File: src/rtl/sensor_input_conditioner_if.sv
// Sensor bus between the board pins and the conditioner: raw pins in,
// committed vector plus derived water-level status out.
interface sensor_input_conditioner_if;
  logic [6:0] raw_sensors;
  logic [6:0] sensors;
  logic       sensors_update;
  logic [1:0] water_level_code;
  logic       sensor_fault;
  logic       settling;

  modport slave (
    input  raw_sensors,
    output sensors, sensors_update, water_level_code, sensor_fault, settling
  );

  modport master (
    output raw_sensors,
    input  sensors, sensors_update, water_level_code, sensor_fault, settling
  );
endinterface

File: src/rtl/sensor_input_conditioner.sv
// Synchronises, debounces and atomically commits the seven field sensor lines.
// Define SENSOR_FAULT_LATCH_EN to make sensor_fault sticky until reset.
module sensor_input_conditioner #(
  parameter int unsigned DEBOUNCE_CYCLES = 50000,
  parameter int unsigned CNT_W           = 16
) (
  input  logic                         clock,
  input  logic                         reset_n,
  sensor_input_conditioner_if.slave    bus
);

  typedef enum logic [1:0] {ST_IDLE, ST_SETTLE, ST_COMMIT} state_t;

  localparam logic [CNT_W-1:0] LP_LAST = CNT_W'(DEBOUNCE_CYCLES - 1);

  state_t           r_state,     w_state;
  logic [6:0]       r_sync1,     r_sync2;
  logic [6:0]       r_candidate, w_candidate;
  logic [CNT_W-1:0] r_count,     w_count;
  logic [6:0]       r_sensors,   w_sensors;
  logic             r_update,    w_update;
  logic [1:0]       r_code,      w_code;
  logic             r_fault,     w_fault;
  logic             w_conflict;
  logic [1:0]       w_level;

  // L=bit0, M=bit1, H=bit2 of the pending vector
  assign w_conflict = (r_candidate[2] & ~r_candidate[1]) | (r_candidate[1] & ~r_candidate[0]);
  assign w_level    = r_candidate[2] ? 2'd3 :
                      r_candidate[1] ? 2'd2 :
                      r_candidate[0] ? 2'd1 : 2'd0;

  always_comb begin
    w_state     = r_state;
    w_candidate = r_candidate;
    w_count     = r_count;
    w_sensors   = r_sensors;
    w_update    = 1'b0;
    w_code      = r_code;
    w_fault     = r_fault;
    case (r_state)
      ST_IDLE: begin
        if (r_sync2 != r_sensors) begin
          w_candidate = r_sync2;
          w_count     = '0;
          w_state     = ST_SETTLE;
        end
      end
      ST_SETTLE: begin
        // Any deviation from the candidate, even back to the committed value, restarts qualification
        if (r_sync2 != r_candidate) begin
          w_candidate = r_sync2;
          w_count     = '0;
        end else begin
          if (r_count == LP_LAST) w_state = ST_COMMIT;
          if (r_count != '1)      w_count = r_count + CNT_W'(1);
        end
      end
      ST_COMMIT: begin
        w_state = ST_IDLE;
        if (r_candidate != r_sensors) begin
          w_sensors = r_candidate;
          w_update  = 1'b1;
          if (!w_conflict) w_code = w_level;
`ifdef SENSOR_FAULT_LATCH_EN
          w_fault = r_fault | w_conflict;
`else
          w_fault = w_conflict;
`endif
        end
      end
      default: w_state = ST_IDLE;
    endcase
  end

  always_ff @(posedge clock or negedge reset_n) begin
    if (!reset_n) begin
      r_state     <= ST_IDLE;
      r_sync1     <= '0;
      r_sync2     <= '0;
      r_candidate <= '0;
      r_count     <= '0;
      r_sensors   <= '0;
      r_update    <= 1'b0;
      r_code      <= '0;
      r_fault     <= 1'b0;
    end else begin
      r_state     <= w_state;
      r_sync1     <= bus.raw_sensors;
      r_sync2     <= r_sync1;
      r_candidate <= w_candidate;
      r_count     <= w_count;
      r_sensors   <= w_sensors;
      r_update    <= w_update;
      r_code      <= w_code;
      r_fault     <= w_fault;
    end
  end

  assign bus.sensors          = r_sensors;
  assign bus.sensors_update   = r_update;
  assign bus.water_level_code = r_code;
  assign bus.sensor_fault     = r_fault;
  assign bus.settling         = (r_state == ST_SETTLE);

endmodule
File: src/flat_wrapper.sv
// flat-port wrapper written by rule: the top's interface ports become plain ports
module sensor_input_conditioner_flat 
#(
  parameter int unsigned DEBOUNCE_CYCLES = 50000,
  parameter int unsigned CNT_W           = 16
)
  (clock, reset_n, bus_raw_sensors, bus_sensors, bus_sensors_update, bus_water_level_code, bus_sensor_fault, bus_settling);
  sensor_input_conditioner_if bus_i ();
  input  logic clock;
  input  logic reset_n;
  input wire logic [$bits(bus_i.raw_sensors)-1:0] bus_raw_sensors;
  output wire logic [$bits(bus_i.sensors)-1:0] bus_sensors;
  output wire logic [$bits(bus_i.sensors_update)-1:0] bus_sensors_update;
  output wire logic [$bits(bus_i.water_level_code)-1:0] bus_water_level_code;
  output wire logic [$bits(bus_i.sensor_fault)-1:0] bus_sensor_fault;
  output wire logic [$bits(bus_i.settling)-1:0] bus_settling;
  assign bus_i.raw_sensors = bus_raw_sensors;
  assign bus_sensors = bus_i.sensors;
  assign bus_sensors_update = bus_i.sensors_update;
  assign bus_water_level_code = bus_i.water_level_code;
  assign bus_sensor_fault = bus_i.sensor_fault;
  assign bus_settling = bus_i.settling;
  sensor_input_conditioner #(.DEBOUNCE_CYCLES(DEBOUNCE_CYCLES), .CNT_W(CNT_W)) u_core (.clock(clock), .reset_n(reset_n), .bus(bus_i));
endmodule
File: config.mk
export PLATFORM = sky130hd
export DESIGN_NAME = sensor_input_conditioner_flat
export DESIGN_NICKNAME = d
export VERILOG_FILES = /design/src/rtl/sensor_input_conditioner_if.sv /design/src/rtl/sensor_input_conditioner.sv /design/src/flat_wrapper.sv
export SDC_FILE = /design/constraint.sdc
export NUM_CORES = 1
export LEC_CHECK = 0
export CAP_MARGIN = 20
export CORE_MARGIN = 2
export CORE_UTILIZATION = 30
export CTS_BUF_LIST = sky130_fd_sc_hd__clkbuf_2
export DETAILED_ROUTE_END_ITERATION = 16
export GPL_TIMING_DRIVEN = 0
export HOLD_SLACK_MARGIN = 0.15
export PLACE_DENSITY = 0.45
export SLEW_MARGIN = 10
export SYNTH_ARGS = -nofsm -noshare
export SYNTH_HDL_FRONTEND = slang
export SYNTH_SLANG_ARGS = --single-unit
File: constraint.sdc
create_clock -name clock -period 3.8 [get_ports clock]
set_input_delay 0.76 -clock clock [delete_from_list [all_inputs] [get_ports clock]]
set_output_delay 0.76 -clock clock [all_outputs]
set_load 0.01 [all_outputs]
==> results of run 1 <==
==> state kept, by name, indices dropped and copies added, names as in the netlist <==
signal / count
u_core.r_count: 16
u_core.bus.sensors: 7
u_core.r_candidate: 7
u_core.r_sync1: 7
u_core.r_sync2: 7
u_core.bus.water_level_code: 2
u_core.r_state: 2
u_core.bus.sensor_fault: 1
u_core.bus.sensors_update: 1
==> power groups by stage <==
stage	logic (W)	clock network (W)	registers [W]
floorplan	0.0000257	0	0.000562
global placement	0.0000499	0	0.000565
detailed placement	0.0000523	0	0.000565
CTS	0.0000525	0.000234	0.000556
global route	0.0000568	0.000256	0.000558
finish	0.0000507	0.000221	0.000555
==> worst paths after layout <==
check | to | slack (ns) | cells past startpoint
worst max-delay path | bus_settling | 1.32 | 3
worst min-delay path | u_core.r_sync1[2] | 0.24 | 1
worst max register to register | u_core.r_count[11] | 1.77 | 5
worst min register to register | u_core.r_sync2[5] | 0.38 | 0
max in group asynchronous | u_core.r_count[1] | 3.03 | 2
min in group clock | u_core.r_sync2[5] | 0.38 | 0
==> kinds of logic (layout without fill, tap and decap cells) <==
logic type	after synthesis	count (layout)	share of synthesized area (%)
compound gates	49	49	14.7
flops	50	50	52.2
fa+ha+maj	1	1	0.522
simple gates	69	69	15.1
xor+xnor	22	22	8.03
buf+inv	16	45	3.50
mux	13	13	6.05
==> cells in the mapped netlist, types with 3 or more instances <==
cell and number:
sky130_fd_sc_hd__and3_1 3, sky130_fd_sc_hd__nand2_1 17, sky130_fd_sc_hd__inv_1 9, sky130_fd_sc_hd__o31ai_1 3
sky130_fd_sc_hd__a21oi_1 12, sky130_fd_sc_hd__a31oi_1 10, sky130_fd_sc_hd__xor2_1 11, sky130_fd_sc_hd__buf_2 4
sky130_fd_sc_hd__o21ai_0 9, sky130_fd_sc_hd__nand4_1 6, sky130_fd_sc_hd__nor2_1 13, sky130_fd_sc_hd__a41oi_1 3
sky130_fd_sc_hd__dfrtp_1 50, sky130_fd_sc_hd__nand3_1 12, sky130_fd_sc_hd__mux2_2 12, sky130_fd_sc_hd__xnor2_1 11
==> layout make-up <==
class                      instances  area share (%)
buffer                             7            1.80
clock buffer                       6            1.08
clock inverter                     2           0.315
inverter                           9            1.22
multi-input combinational        154            38.3
sequential                        50            45.0
tap                              102            4.59
timing repair buffer              21            7.74
==> critical path: stages (launching register included) <==
cell and delay [ns]:
sky130_fd_sc_hd__dfrtp_1 0.46, sky130_fd_sc_hd__nand2b_1 0.19, sky130_fd_sc_hd__inv_1 0.10, sky130_fd_sc_hd__clkdlybuf4s50_1 0.55
==> metal layers <==
layer,GRT usage [%],vias to the layer above
met3,2.66,6
met1,19.2,851
met4,4.04,0
li1,-,852
met5,0,-
met2,19.1,31
==> through the flow <==
stage / total power, W / worst slack [ns] / instances / cell area (um^2) / utilization, %
final: 0.000827 / 1.32 / 351 / 2780 / 36.0
after global routing: 0.000871 / 1.21 / 351 / 2780 / 36.0
after CTS: 0.000843 / 1.29 / 351 / 2780 / 36.0
after detailed placement: 0.000617 / 1.84 / 343 / 2740 / 35.5
after global placement: 0.000615 / 0.320 / 342 / 2730 / 35.3
after floorplan: 0.000588 / 2.04 / 220 / 2400 / -
==> impl_metrics.csv, run 1 <==
group,metric,value,unit
sta,achievable-frequency,404,MHz
worst_setup_path,worst_ep_arrival_time,1.72,ns
worst_setup_path,critical_path_class,"flip-flop to output port",
yosys,yosys.area.top_type_share,52.2,%
placement,dpl.hpwl,3710,um
detailed_routing,drt-vias-per-instance,4.96,
cts,worstSkewPairLatency,0.45,ns
sta,worstMarginPinSlew,0.619,ns
sta,final.setup.tns,0,ns
grt,grt_start_max_net_pins,32,
yosys,synth_warnings,0,
yosys,ys_seq_elements,50,
power_and_ir_drop,internal_power,0.000614,W
hold_path,worst_hold_path_type,"input pin to async pin",
yosys,async_set_reset_flop_share_out_of_synthesis,100,%
cts,cts-hold-fix-buffers,0,
status,run_status,"finished, final reports clean",
power_and_ir_drop,clock_network_power_share,26.7,%
sta,finalWorstPathRequiredPeriod,2.48,ns
worst_setup_path,start_kind,"flip-flop",
power_and_ir_drop,power.switching_fraction,25.7,%
yosys,postSynth.topFlopCell,"sky130_fd_sc_hd__dfrtp_1",
floorplanning,initial_utilization,31.0,%
worst_setup_path,critical_path_required,3.04,ns
final_layout,multi_input_comb_area,1060,um^2
yosys,syn-mean-instance-area,10.9,um^2
final_layout,ff_latch_area,1250,um^2
cts,cts_max_path_buffers,2,
detailed_routing,post_drt_wl_per_cell,15.0,um
sta,finClkSkew,0.0278,ns
yosys,netlist-cell-type-count,43,
cts,cts_resized,0,
final_layout,most_frequent_standard_cell_in_the_layout_excluding_fill_and_tap_cells,"sky130_fd_sc_hd__dfrtp_1",
final_layout,commonest_non_fill_non_tap_cells_in_the_layout,"50 x sky130_fd_sc_hd__dfrtp_1, 19 x sky130_fd_sc_hd__clkdlybuf4s50_1, 17 x sky130_fd_sc_hd__nand2_1",
yosys,synth_area,2400,um^2
worst_setup_path,path_max_fanout,4,
yosys,mappedNetlistNets,230,
cts,cts_buffer_count,5,
cts,postCtsSetupBuffers,0,
sta,min_period_over_period,65.2,%
sta,setup_violations,0,
final_layout,area_growth_syn_to_layout,15.9,%
final_layout,final_layout_size_suffix_gt1_share,14.9,%
placement,placement.io_buffers,20,
detailed_routing,drtPass1Iterations,4,
floorplanning,placement_rows,32,
grt,global_route_wire_length_before_repair,8830,um
final_layout,design.final.nets,258,
flow_run,cap_violations,0,
power_and_ir_drop,power.ir.vdd_worst,0.0993,mV
power_and_ir_drop,pwr-share-seq,67.2,%
power_and_ir_drop,pwr-share-comb,6.1,%
floorplanning,ioPinCount,21,
sta,hold_viol,0,
yosys,synth_enable_flop_cells,0,
detailed_routing,totalWireLength,5280,um
grt,grt_antenna_before_repair,0,
yosys,synth_seq_area_share,52.2,%
yosys,syn-instance-count,220,
detailed_routing,highest_layer,"met4",
cts,cts_tree,"yes",
detailed_routing,route.vias.total,1740,
detailed_routing,antenna_left,0,
placement,gpl.final_weighted_congestion,0.776,
yosys,synth_top_area_cell,"sky130_fd_sc_hd__dfrtp_1",
detailed_routing,wl_met3,153,um
cts,cts.root.buffer_cell,"sky130_fd_sc_hd__clkbuf_2",
power_and_ir_drop,switching_power,0.000213,W
cts,clock-sinks,50,
floorplanning,die_outline_area,8730,um^2
worst_setup_path,crit_start,"u_core.r_state[1]",
sta,rsz_0062_raised_after_global_routing,"false",
sta,final-max-slew-violation-count,0,
grt,grt_util_all_layers,13.0,%
detailed_routing,met2WireLength,2310,um
yosys,synth.area.top_cells,"sky130_fd_sc_hd__dfrtp_1 52%, sky130_fd_sc_hd__mux2_2 5.6%, sky130_fd_sc_hd__xnor2_1 4.0%",
cts,ctsHtreeMaxLevel,2,
worst_setup_path,worstSetupEndpointType,"output port",
grt,global_route.overflow_total,0,
sta,fin_hold_ws,0.238,ns
floorplanning,die-height,93.4,um
final_layout,antenna_cells_inserted,0,
floorplanning,floorplan.core_area,7730,um^2
detailed_routing,post-route-drc-count,0,
power_and_ir_drop,leakage,1.11,nW
cts,clkTransAtPathRegs,0.25,ns
detailed_routing,detailed_routing_wirelength_on_met1,2740,um
power_and_ir_drop,power_per_cell_area,297,nW/um^2
grt,grt_pass1_vias,1689,
worst_setup_path,reg2reg_from,"u_core.r_count[4]",
final_layout,fillerInstances,783,
detailed_routing,drt_first_iter_violations,94,
floorplanning,die_w,93.4,um
sta,slew_headroom,58.6,%
Note: power is estimated with default switching activity, not from simulation.
==> inputs of run 2 (changes only) <==
- PLACE_DENSITY: 0.45 -> 0.47
- clock period: 3.8 -> 2.2 ns (I/O delays scaled with it)
==> impl_metrics.csv, run 2 (same netlist as run 1, synthesis figures left out) <==
group,metric,value,unit
status,run_status,"finished, final reports clean",
grt,grt_pass1_vias,1716,
worst_setup_path,worstSetupEndpointType,"output port",
cts,clock-sinks,50,
floorplanning,floorplan.core_area,7730,um^2
grt,global_route.overflow_total,0,
sta,least_setup_slack_across_all_paths_after_layout,0.228,ns
floorplanning,die_w,93.4,um
detailed_routing,totalWireLength,5220,um
worst_setup_path,critPathBufInv,1,
sta,min_period_over_period,89.6,%
final_layout,area_growth_syn_to_layout,17.7,%
sta,setup_violations,0,
flow_run,cap_violations,0,
placement,placement.io_buffers,20,
final_layout,design_area,2820,um^2
grt,grt_antenna_before_repair,0,
detailed_routing,antenna_left,0,
worst_setup_path,critical_path.cell_chain,"clkdlybuf4s50_1",
cts,cts_buffer_count,5,
cts,cts_tree,"yes",
floorplanning,die_outline_area,8730,um^2
sta,fin_hold_ws,0.371,ns
sta,slew_headroom,55.0,%
final_layout,final_layout_size_suffix_gt1_share,16.3,%
detailed_routing,post-route-drc-count,0,
cts,worstSkewPairLatency,0.47,ns
sta,achievable-frequency,507,MHz
final_layout,largest_register_ffs,16,
final_layout,commonest_non_fill_non_tap_cells_in_the_layout,"49 x sky130_fd_sc_hd__dfrtp_1, 18 x sky130_fd_sc_hd__clkdlybuf4s50_1, 17 x sky130_fd_sc_hd__nand2_1",
detailed_routing,route.vias.total,1739,
floorplanning,die-height,93.4,um
grt,grt_start_max_net_pins,27,
sta,hold_viol,0,
detailed_routing,drt_first_iter_violations,110,
cts,ctsHtreeMaxLevel,2,
worst_setup_path,critical_path_required,1.76,ns
worst_setup_path,critical_path.slowest_cell,"sky130_fd_sc_hd__clkdlybuf4s50_1",
floorplanning,placement_rows,32,
placement,dpl_worst_slack,0.271,ns
final_layout,design.final.nets,261,
worst_setup_path,cpPeakStageDelay,0.57,ns
worst_setup_path,crit_start,"u_core.bus.sensors[1]",
power_and_ir_drop,leakage,1.13,nW
worst_setup_path,cpLargestDelayFamily,"buffers and inverters",
power_and_ir_drop,power_per_cell_area,529,nW/um^2
power_and_ir_drop,power.ir.vdd_worst,0.284,mV
final_layout,top_register,"u_core.r_count",
detailed_routing,drtPass1Iterations,4,
sta,final-max-slew-violation-count,0,
floorplanning,initial_utilization,31.0,%
worst_setup_path,reg2reg_from,"u_core.r_count[5]",
sta,worstMarginPinSlew,0.672,ns
worst_setup_path,path_max_fanout,4,
sta,finalWorstPathRequiredPeriod,1.97,ns
floorplanning,ioPinCount,21,
sta,rsz_0062_raised_after_global_routing,"false",
final_layout,multi_input_comb_area,1060,um^2
detailed_routing,drt-vias-per-instance,4.91,
worst_setup_path,critical_path_class,"flip-flop to output port",
grt,grt_util_all_layers,13.0,%
cts,cts.root.buffer_cell,"sky130_fd_sc_hd__clkbuf_2",
final_layout,ff_latch_area,1250,um^2
placement,dpl.hpwl,3630,um
placement,gpl.final_weighted_congestion,0.780,
hold_path,worst_hold_path_type,"input pin to flip-flop",
placement,placedInstanceArea,2740,um^2
sta,finClkSkew,0.0245,ns
cts,cts_max_path_buffers,2,
final_layout,antenna_cells_inserted,0,
worst_setup_path,worst_ep_arrival_time,1.53,ns
hold_path,hold_startpoint,"bus_raw_sensors[6]",
final_layout,most_frequent_standard_cell_in_the_layout_excluding_fill_and_tap_cells,"sky130_fd_sc_hd__dfrtp_1",
power_and_ir_drop,total_power,0.00149,W
cts,clkTransAtPathRegs,0.29,ns
grt,global_route_wire_length_before_repair,8830,um
final_layout,fillerInstances,792,
detailed_routing,post_drt_wl_per_cell,14.7,um
worst_setup_path,start_kind,"flip-flop",
## run 2: timing repair
item                       CTS  global route
hold endpoints to repair    24             0
gates resized for setup      0             2
hold buffers                 1             0
buffers inserted             1             1
setup endpoints to repair    1             1
## run 2: layer usage
layer | routed length [um] | up-vias | track usage, %
met1 | 2700 | 853 | 19.2
met3 | 125 | 8 | 2.42
met2 | 2330 | 19 | 19.1
li1 | - | 859 | -
met4 | 69 | 0 | 4.04
met5 | 0 | - | 0
## run 2: through the flow
stage               instances  utilization [%]  setup TNS (ns)
floorplan                 220                -               0
global placement          342             35.3          -45.25
detailed placement        343             35.5               0
CTS                       353             36.4               0
global route              354             36.5               0
finish                    354             36.5               0
## run 2: final timing paths
kind	endpoint	slack, ns	depth (start not counted)
max in group asynchronous	u_core.r_sync2[5]	1.16	3
min in group asynchronous	u_core.r_count[8]	0.46	2
max	bus_sensors[1]	0.23	1
min	u_core.r_sync1[6]	0.37	1
max reg2reg	u_core.r_count[11]	0.24	5
min reg2reg	u_core.r_sync2[5]	0.39	0
## run 2: final cells by class
type	count	area share, %
clock inverter	3	1.02
timing repair buffer	24	8.60
inverter	9	1.20
multi-input combinational	154	37.7
tap	102	4.52
clock buffer	5	0.886
sequential	50	44.4
buffer	7	1.77
## run 2: where the power goes
part            total, W  switching, W  internal, W
Combinational  0.0000884     0.0000460    0.0000424
Clock           0.000446      0.000350    0.0000954
Sequential      0.000960     0.0000176     0.000942
Total            0.00149      0.000414      0.00108
==> inputs of run 3 (changes only) <==
- CORE_MARGIN: 2 -> 5
- PLACE_DENSITY: 0.47 -> 0.45
- clock period: 2.2 -> 2.4 ns (I/O delays scaled with it)
==> impl_metrics.csv, run 3 (same netlist as run 1, synthesis figures left out) <==
group,metric,value,unit
grt,grt_start_max_net_pins,30,
worst_setup_path,worstSetupEndpointType,"output port",
worst_setup_path,critical_path.slowest_cell,"sky130_fd_sc_hd__clkdlybuf4s50_1",
detailed_routing,post_drt_wl_per_cell,14.5,um
worst_setup_path,critical_path_class,"flip-flop to output port",
sta,final-max-slew-violation-count,0,
final_layout,commonest_non_fill_non_tap_cells_in_the_layout,"50 x sky130_fd_sc_hd__dfrtp_1, 19 x sky130_fd_sc_hd__clkdlybuf4s50_1, 17 x sky130_fd_sc_hd__nand2_1",
final_layout,design_area,2790,um^2
grt,grt_antenna_before_repair,0,
final_layout,design.final.nets,259,
power_and_ir_drop,leakage,1.11,nW
detailed_routing,drtPass1Iterations,4,
sta,min_period_over_period,93.0,%
final_layout,fillerInstances,812,
final_layout,most_frequent_standard_cell_in_the_layout_excluding_fill_and_tap_cells,"sky130_fd_sc_hd__dfrtp_1",
final_layout,utilization,36.0,%
floorplanning,die_w,99.4,um
final_layout,ff_latch_area,1250,um^2
cts,clock-sinks,50,
final_layout,top_register,"u_core.r_count",
cts,cts.root.buffer_cell,"sky130_fd_sc_hd__clkbuf_2",
placement,gpl.final_weighted_congestion,0.795,
detailed_routing,totalWireLength,5110,um
flow_run,cap_violations,0,
worst_setup_path,worst_ep_arrival_time,1.75,ns
worst_setup_path,cpPeakStageDelay,0.55,ns
floorplanning,die-height,99.4,um
sta,worstMarginPinSlew,0.645,ns
cts,ctsHtreeMaxLevel,2,
grt,grt_pass1_vias,1677,
floorplanning,placement_rows,32,
cts,cts_buffer_count,5,
final_layout,multi_input_comb_area,1060,um^2
worst_setup_path,critical_path_required,1.92,ns
grt,grt_util_all_layers,11.0,%
final_layout,final_layout_size_suffix_gt1_share,14.4,%
sta,finalWorstPathRequiredPeriod,2.23,ns
grt,global_route_wire_length_before_repair,8600,um
final_layout,largest_register_ffs,16,
sta,achievable-frequency,448,MHz
detailed_routing,drt-vias-per-instance,4.87,
detailed_routing,antenna_left,0,
placement,dpl.hpwl,3680,um
status,run_status,"finished, final reports clean",
cts,cts_tree,"yes",
power_and_ir_drop,power_per_cell_area,464,nW/um^2
hold_path,worst_hold_path_type,"flip-flop to flip-flop",
placement,placedInstanceArea,2740,um^2
sta,setup_violations,0,
cts,worstSkewPairLatency,0.44,ns
floorplanning,floorplan.core_area,7770,um^2
cts,cts_max_path_buffers,2,
cts,postCtsSetupBuffers,0,
sta,rsz_0062_raised_after_global_routing,"false",
placement,placement.io_buffers,20,
detailed_routing,drt_first_iter_violations,87,
power_and_ir_drop,power.ir.vdd_worst,0.197,mV
sta,finClkSkew,0.0375,ns
grt,global_route.overflow_total,0,
cts,clkTransAtPathRegs,0.27,ns
worst_setup_path,start_kind,"flip-flop",
detailed_routing,post-route-drc-count,0,
worst_setup_path,critical_path.cell_chain,"nand2b_1 -> inv_1 -> clkdlybuf4s50_1",
floorplanning,die_outline_area,9880,um^2
final_layout,area_growth_syn_to_layout,16.4,%
worst_setup_path,path_max_fanout,4,
detailed_routing,route.vias.total,1713,
sta,slew_headroom,56.9,%
floorplanning,initial_utilization,30.9,%
final_layout,antenna_cells_inserted,0,
power_and_ir_drop,total_power,0.00130,W
floorplanning,ioPinCount,21,
sta,hold_viol,0,
[run 3: critical path: cells and delay by family (launching register included)]
kind,cells,cell delay [ns]
flops,1,0.48
buf+inv,2,0.65
simple gates,1,0.19
[run 3: worst paths after layout]
kind	start	endpoint	slack [ns]	cells past startpoint
hold / removal	u_core.r_sync1[6]	u_core.r_sync2[6]	0.38	0
max in group asynchronous	reset_n	u_core.r_count[0]	1.32	3
setup / recovery	u_core.r_state[1]	bus_settling	0.17	3
min in group asynchronous	reset_n	u_core.bus.water_level_code[0]	0.53	2
hold reg to reg	u_core.r_sync1[6]	u_core.r_sync2[6]	0.38	0
setup reg to reg	u_core.r_count[4]	u_core.r_count[11]	0.42	5
[run 3: timing repair]
action,4_1_cts,5_1_grt
resized for setup,0,0
hold buffers,1,0
hold endpoints to repair,21,0
[run 3: area by class of cell]
type	count	share of cell area, %
Clock inverter	3	0.582
Clock buffer	5	0.896
Inverter	9	1.21
Buffer	7	1.79
Sequential cell	50	44.8
Multi-Input combinational cell	154	38.1
Timing Repair Buffer	22	8.06
Tap cell	102	4.57
[run 3: stage by stage]
stage	cells	hold slack [ns]	TNS [ns]	setup slack, ns
3_5_place_dp	343	0.335	0	0.472
4_1_cts	352	0.380	0	0.148
5_1_grt	352	0.387	0	0.0553
6_report	352	0.378	0	0.167
3_3_place_gp	342	0.333	-37.32	-0.749
2_1_floorplan	220	0.184	0	0.642
[run 3: power breakdown]
| part | total, W | leakage (nW) | internal [W] | switching, W |
|---|---|---|---|---|
| sequential | 0.000879 | 0.645 | 0.000863 | 0.0000165 |
| combinational | 0.0000812 | 0.438 | 0.0000389 | 0.0000423 |
| clock | 0.000335 | 0.0280 | 0.0000676 | 0.000267 |
| total | 0.00130 | 1.11 | 0.000969 | 0.000326 |
[run 3: metal layers]
layer / vias up / share of wire [%] / global-route usage, %
met4: 0 / 1.2 / 3.15
met1: 834 / 52 / 16.5
met5: - / 0 / 0
li1: 847 / - / -
met3: 6 / 3.6 / 2.88
met2: 26 / 43 / 15.4
==> RTL change (settings of run 2) <==
`CNT_W` is set to 16 in 2 places; all go to 32.
--- a/src/rtl/sensor_input_conditioner.sv
+++ b/src/rtl/sensor_input_conditioner.sv
@@ -2,7 +2,7 @@
 // Define SENSOR_FAULT_LATCH_EN to make sensor_fault sticky until reset.
 module sensor_input_conditioner #(
   parameter int unsigned DEBOUNCE_CYCLES = 50000,
-  parameter int unsigned CNT_W           = 16
+  parameter int unsigned CNT_W           = 32
 ) (
   input  logic                         clock,
   input  logic                         reset_n,
--- a/src/flat_wrapper.sv
+++ b/src/flat_wrapper.sv
@@ -2,7 +2,7 @@
 module sensor_input_conditioner_flat 
 #(
   parameter int unsigned DEBOUNCE_CYCLES = 50000,
-  parameter int unsigned CNT_W           = 16
+  parameter int unsigned CNT_W           = 32
 )
   (clock, reset_n, bus_raw_sensors, bus_sensors, bus_sensors_update, bus_water_level_code, bus_sensor_fault, bus_settling);
   sensor_input_conditioner_if bus_i ();
Function: same outputs for any inputs over 10 cycles, from zero or initial values and one cycle with reset_n low; that may be too few to reach the edited logic, so the function may still have changed.
==> RTL change against run 2 <==
Via count grew 59%; global-route usage grew 2.8 points; sequential share of layout area shrank 3.6 points; sequential cell count grew 16; synthesized area grew 42%; critical endpoint is now u_core.r_count[30]$_DFFE_PN0P_; routed wire length grew 68%; synthesized cell count grew 51%; setup slack lost 0.11 ns; utilization grew 0.65 points; power grew 44%; fmax shrank 5.2%; design area grew 44%; count of clock-buffer cells in the layout grew 4.
==> RTL change: results (changes against run 2) <==
| Metric | Value |
|---|---|
| Outcome | completed (unchanged) |
| Vias | 2768 (was 1739) |
| CTS buffer count | 9 (was 5) |
| Leakage power total | 1.72 nW (was 1.13 nW) |
| Reg clk slew, reported paths | 0.23 ns (was 0.29 ns) |
| Post-synthesis adder-cell area fraction | 0.369% (was 0.522%) |
| Fin Hold WS | 0.306 ns (was 0.371 ns) |
| Synth Area in XOR/XNOR | 5.68% (was 8.03%) |
| Synth Area per Inst | 10.2 um2 (was 10.9 um2) |
| NumNets Final | 383 (was 261) |
| Post-DP Area | 3790 um2 (was 2740 um2) |
| Top cells by count, synth | 66 x dfrtp_1, 34 x a31oi_1, 18 x nand2_1 (was 50 x dfrtp_1, 17 x nand2_1, 13 x nor2_1) |
| Detailed-placement wirelength estimate | 5980 um (was 3630 um) |
| Pre-CTS WS | -0.275 ns (was 0.271 ns) |
| Delay-heaviest family, CP | compound AO/OA/AOI/OAI gates (was buffers and inverters) |
| First-pass GRT wire length | 14500 um (was 8830 um) |
| Met1 Track Usage GR | 22.7% (was 19.2%) |
| Max Fanout on Critical Path | 10 (was 4) |
| Initial DRC Count | 97 (was 110) |
| Min-delay src | bus_raw_sensors[0] (was bus_raw_sensors[6]) |
| Skew final | 0.0361 ns (was 0.0245 ns) |
| Gp weighted congestion | 0.823 (was 0.780) |
| Distinct cells, synth | 45 (was 43) |
| Wirelength per Cell | 16.9 um (was 14.7 um) |
| Routed vias/inst | 5.33 (was 4.91) |
| R2R depth | 7 (was 5) |
| Post-Syn Nets | 343 (was 230) |
| Slowest CP cell | or3_1 (was clkdlybuf4s50_1) |
| Skew-Pair Late Insertion Delay | 0.53 ns (was 0.47 ns) |
| Synth Area in Compound Gates | 17.4% (was 14.7%) |
| Aggregate global-route resource usage | 15.8% (was 13.0%) |
| Antenna violations before repair | 1 (was 0) |
-- RTL change: changes by cell type in the layout (fill, tap and decap cells not counted), moves of 4 or more --
cell,run 2,this run
and3_1,3,16
clkbuf_2,5,15
buf_4,3,11
dfrtp_1,49,62
inv_1,9,13
o21ai_0,9,17
o21a_1,0,6
nand4_1,6,15
a31oi_1,10,34
nor2_1,13,9
nor4_1,2,10
-- RTL change: routing by layer --
layer,up-vias,part of all wire (%)
met5,-,0
met4,0,1.4
met3,10,3.7
met2,52,45
met1,1369,50
li1,1337,-
-- RTL change: cell type report --
class                   instances  area [um2]  share of cell area, %
multi-input cells             237        1670                   41.2
well taps                     140         175                   4.31
diodes                          1        2.50                 0.0615
clock buffers                   9        45.0                   1.11
plain buffers                  15        95.1                   2.34
repair buffers                 31         294                   7.23
flip-flops and latches         66        1660                   40.7
clock inverters                 7        76.3                   1.88
inverters                      13        48.8                   1.20
-- RTL change: worst max-delay path by stage --
stage | start | endpoint | slack [ns] | depth (start not counted)
after floorplan | u_core.r_candidate[2]$_DFFE_PN0P_ | u_core.r_candidate[0]$_DFFE_PN0P_ | 0.31 | 7
after global placement | reset_n | u_core.r_count[0]$_DFFE_PN0P_ | -1.69 | 1
after detailed placement | u_core.r_count[0]$_DFFE_PN0P_ | u_core.r_count[29]$_DFFE_PN0P_ | -0.27 | 7
after CTS | u_core.r_count[12]$_DFFE_PN0P_ | u_core.r_count[23]$_DFFE_PN0P_ | 0.03 | 6
after global routing | u_core.r_sync2[0]$_DFF_PN0_ | u_core.r_count[29]$_DFFE_PN0P_ | -0.02 | 7
final | u_core.r_candidate[2]$_DFFE_PN0P_ | u_core.r_count[30]$_DFFE_PN0P_ | 0.12 | 7
-- RTL change: worst reg2reg max path, cell delays in order (launching register included) --
cell     delay, ns
dfrtp_1       0.39
buf_2         0.17
xnor2_1       0.20
nand3_2       0.14
or3_1         0.41
buf_4         0.20
o21ai_1       0.37
a211o_1       0.19
-- RTL change: what timing repair did --
item | in CTS | in global routing
hold buffers | 1 | 0
pin swaps | 0 | 4
setup buffers | 1 | 8
cloned | 0 | 0
resized for setup | 9 | 18
setup endpoints to repair | 38 | 41
endpoints found under the hold margin | 30 | 0
-- RTL change: power groups by stage --
stage | Clock (mW) | Sequential, mW | Combinational, mW
after CTS | 0.821 | 1.26 | 0.102
final | 0.792 | 1.26 | 0.103
after global routing | 0.870 | 1.26 | 0.116
after detailed placement | 0 | 1.28 | 0.0994
after global placement | 0 | 1.28 | 0.0947
after floorplan | 0 | 1.27 | 0.0454
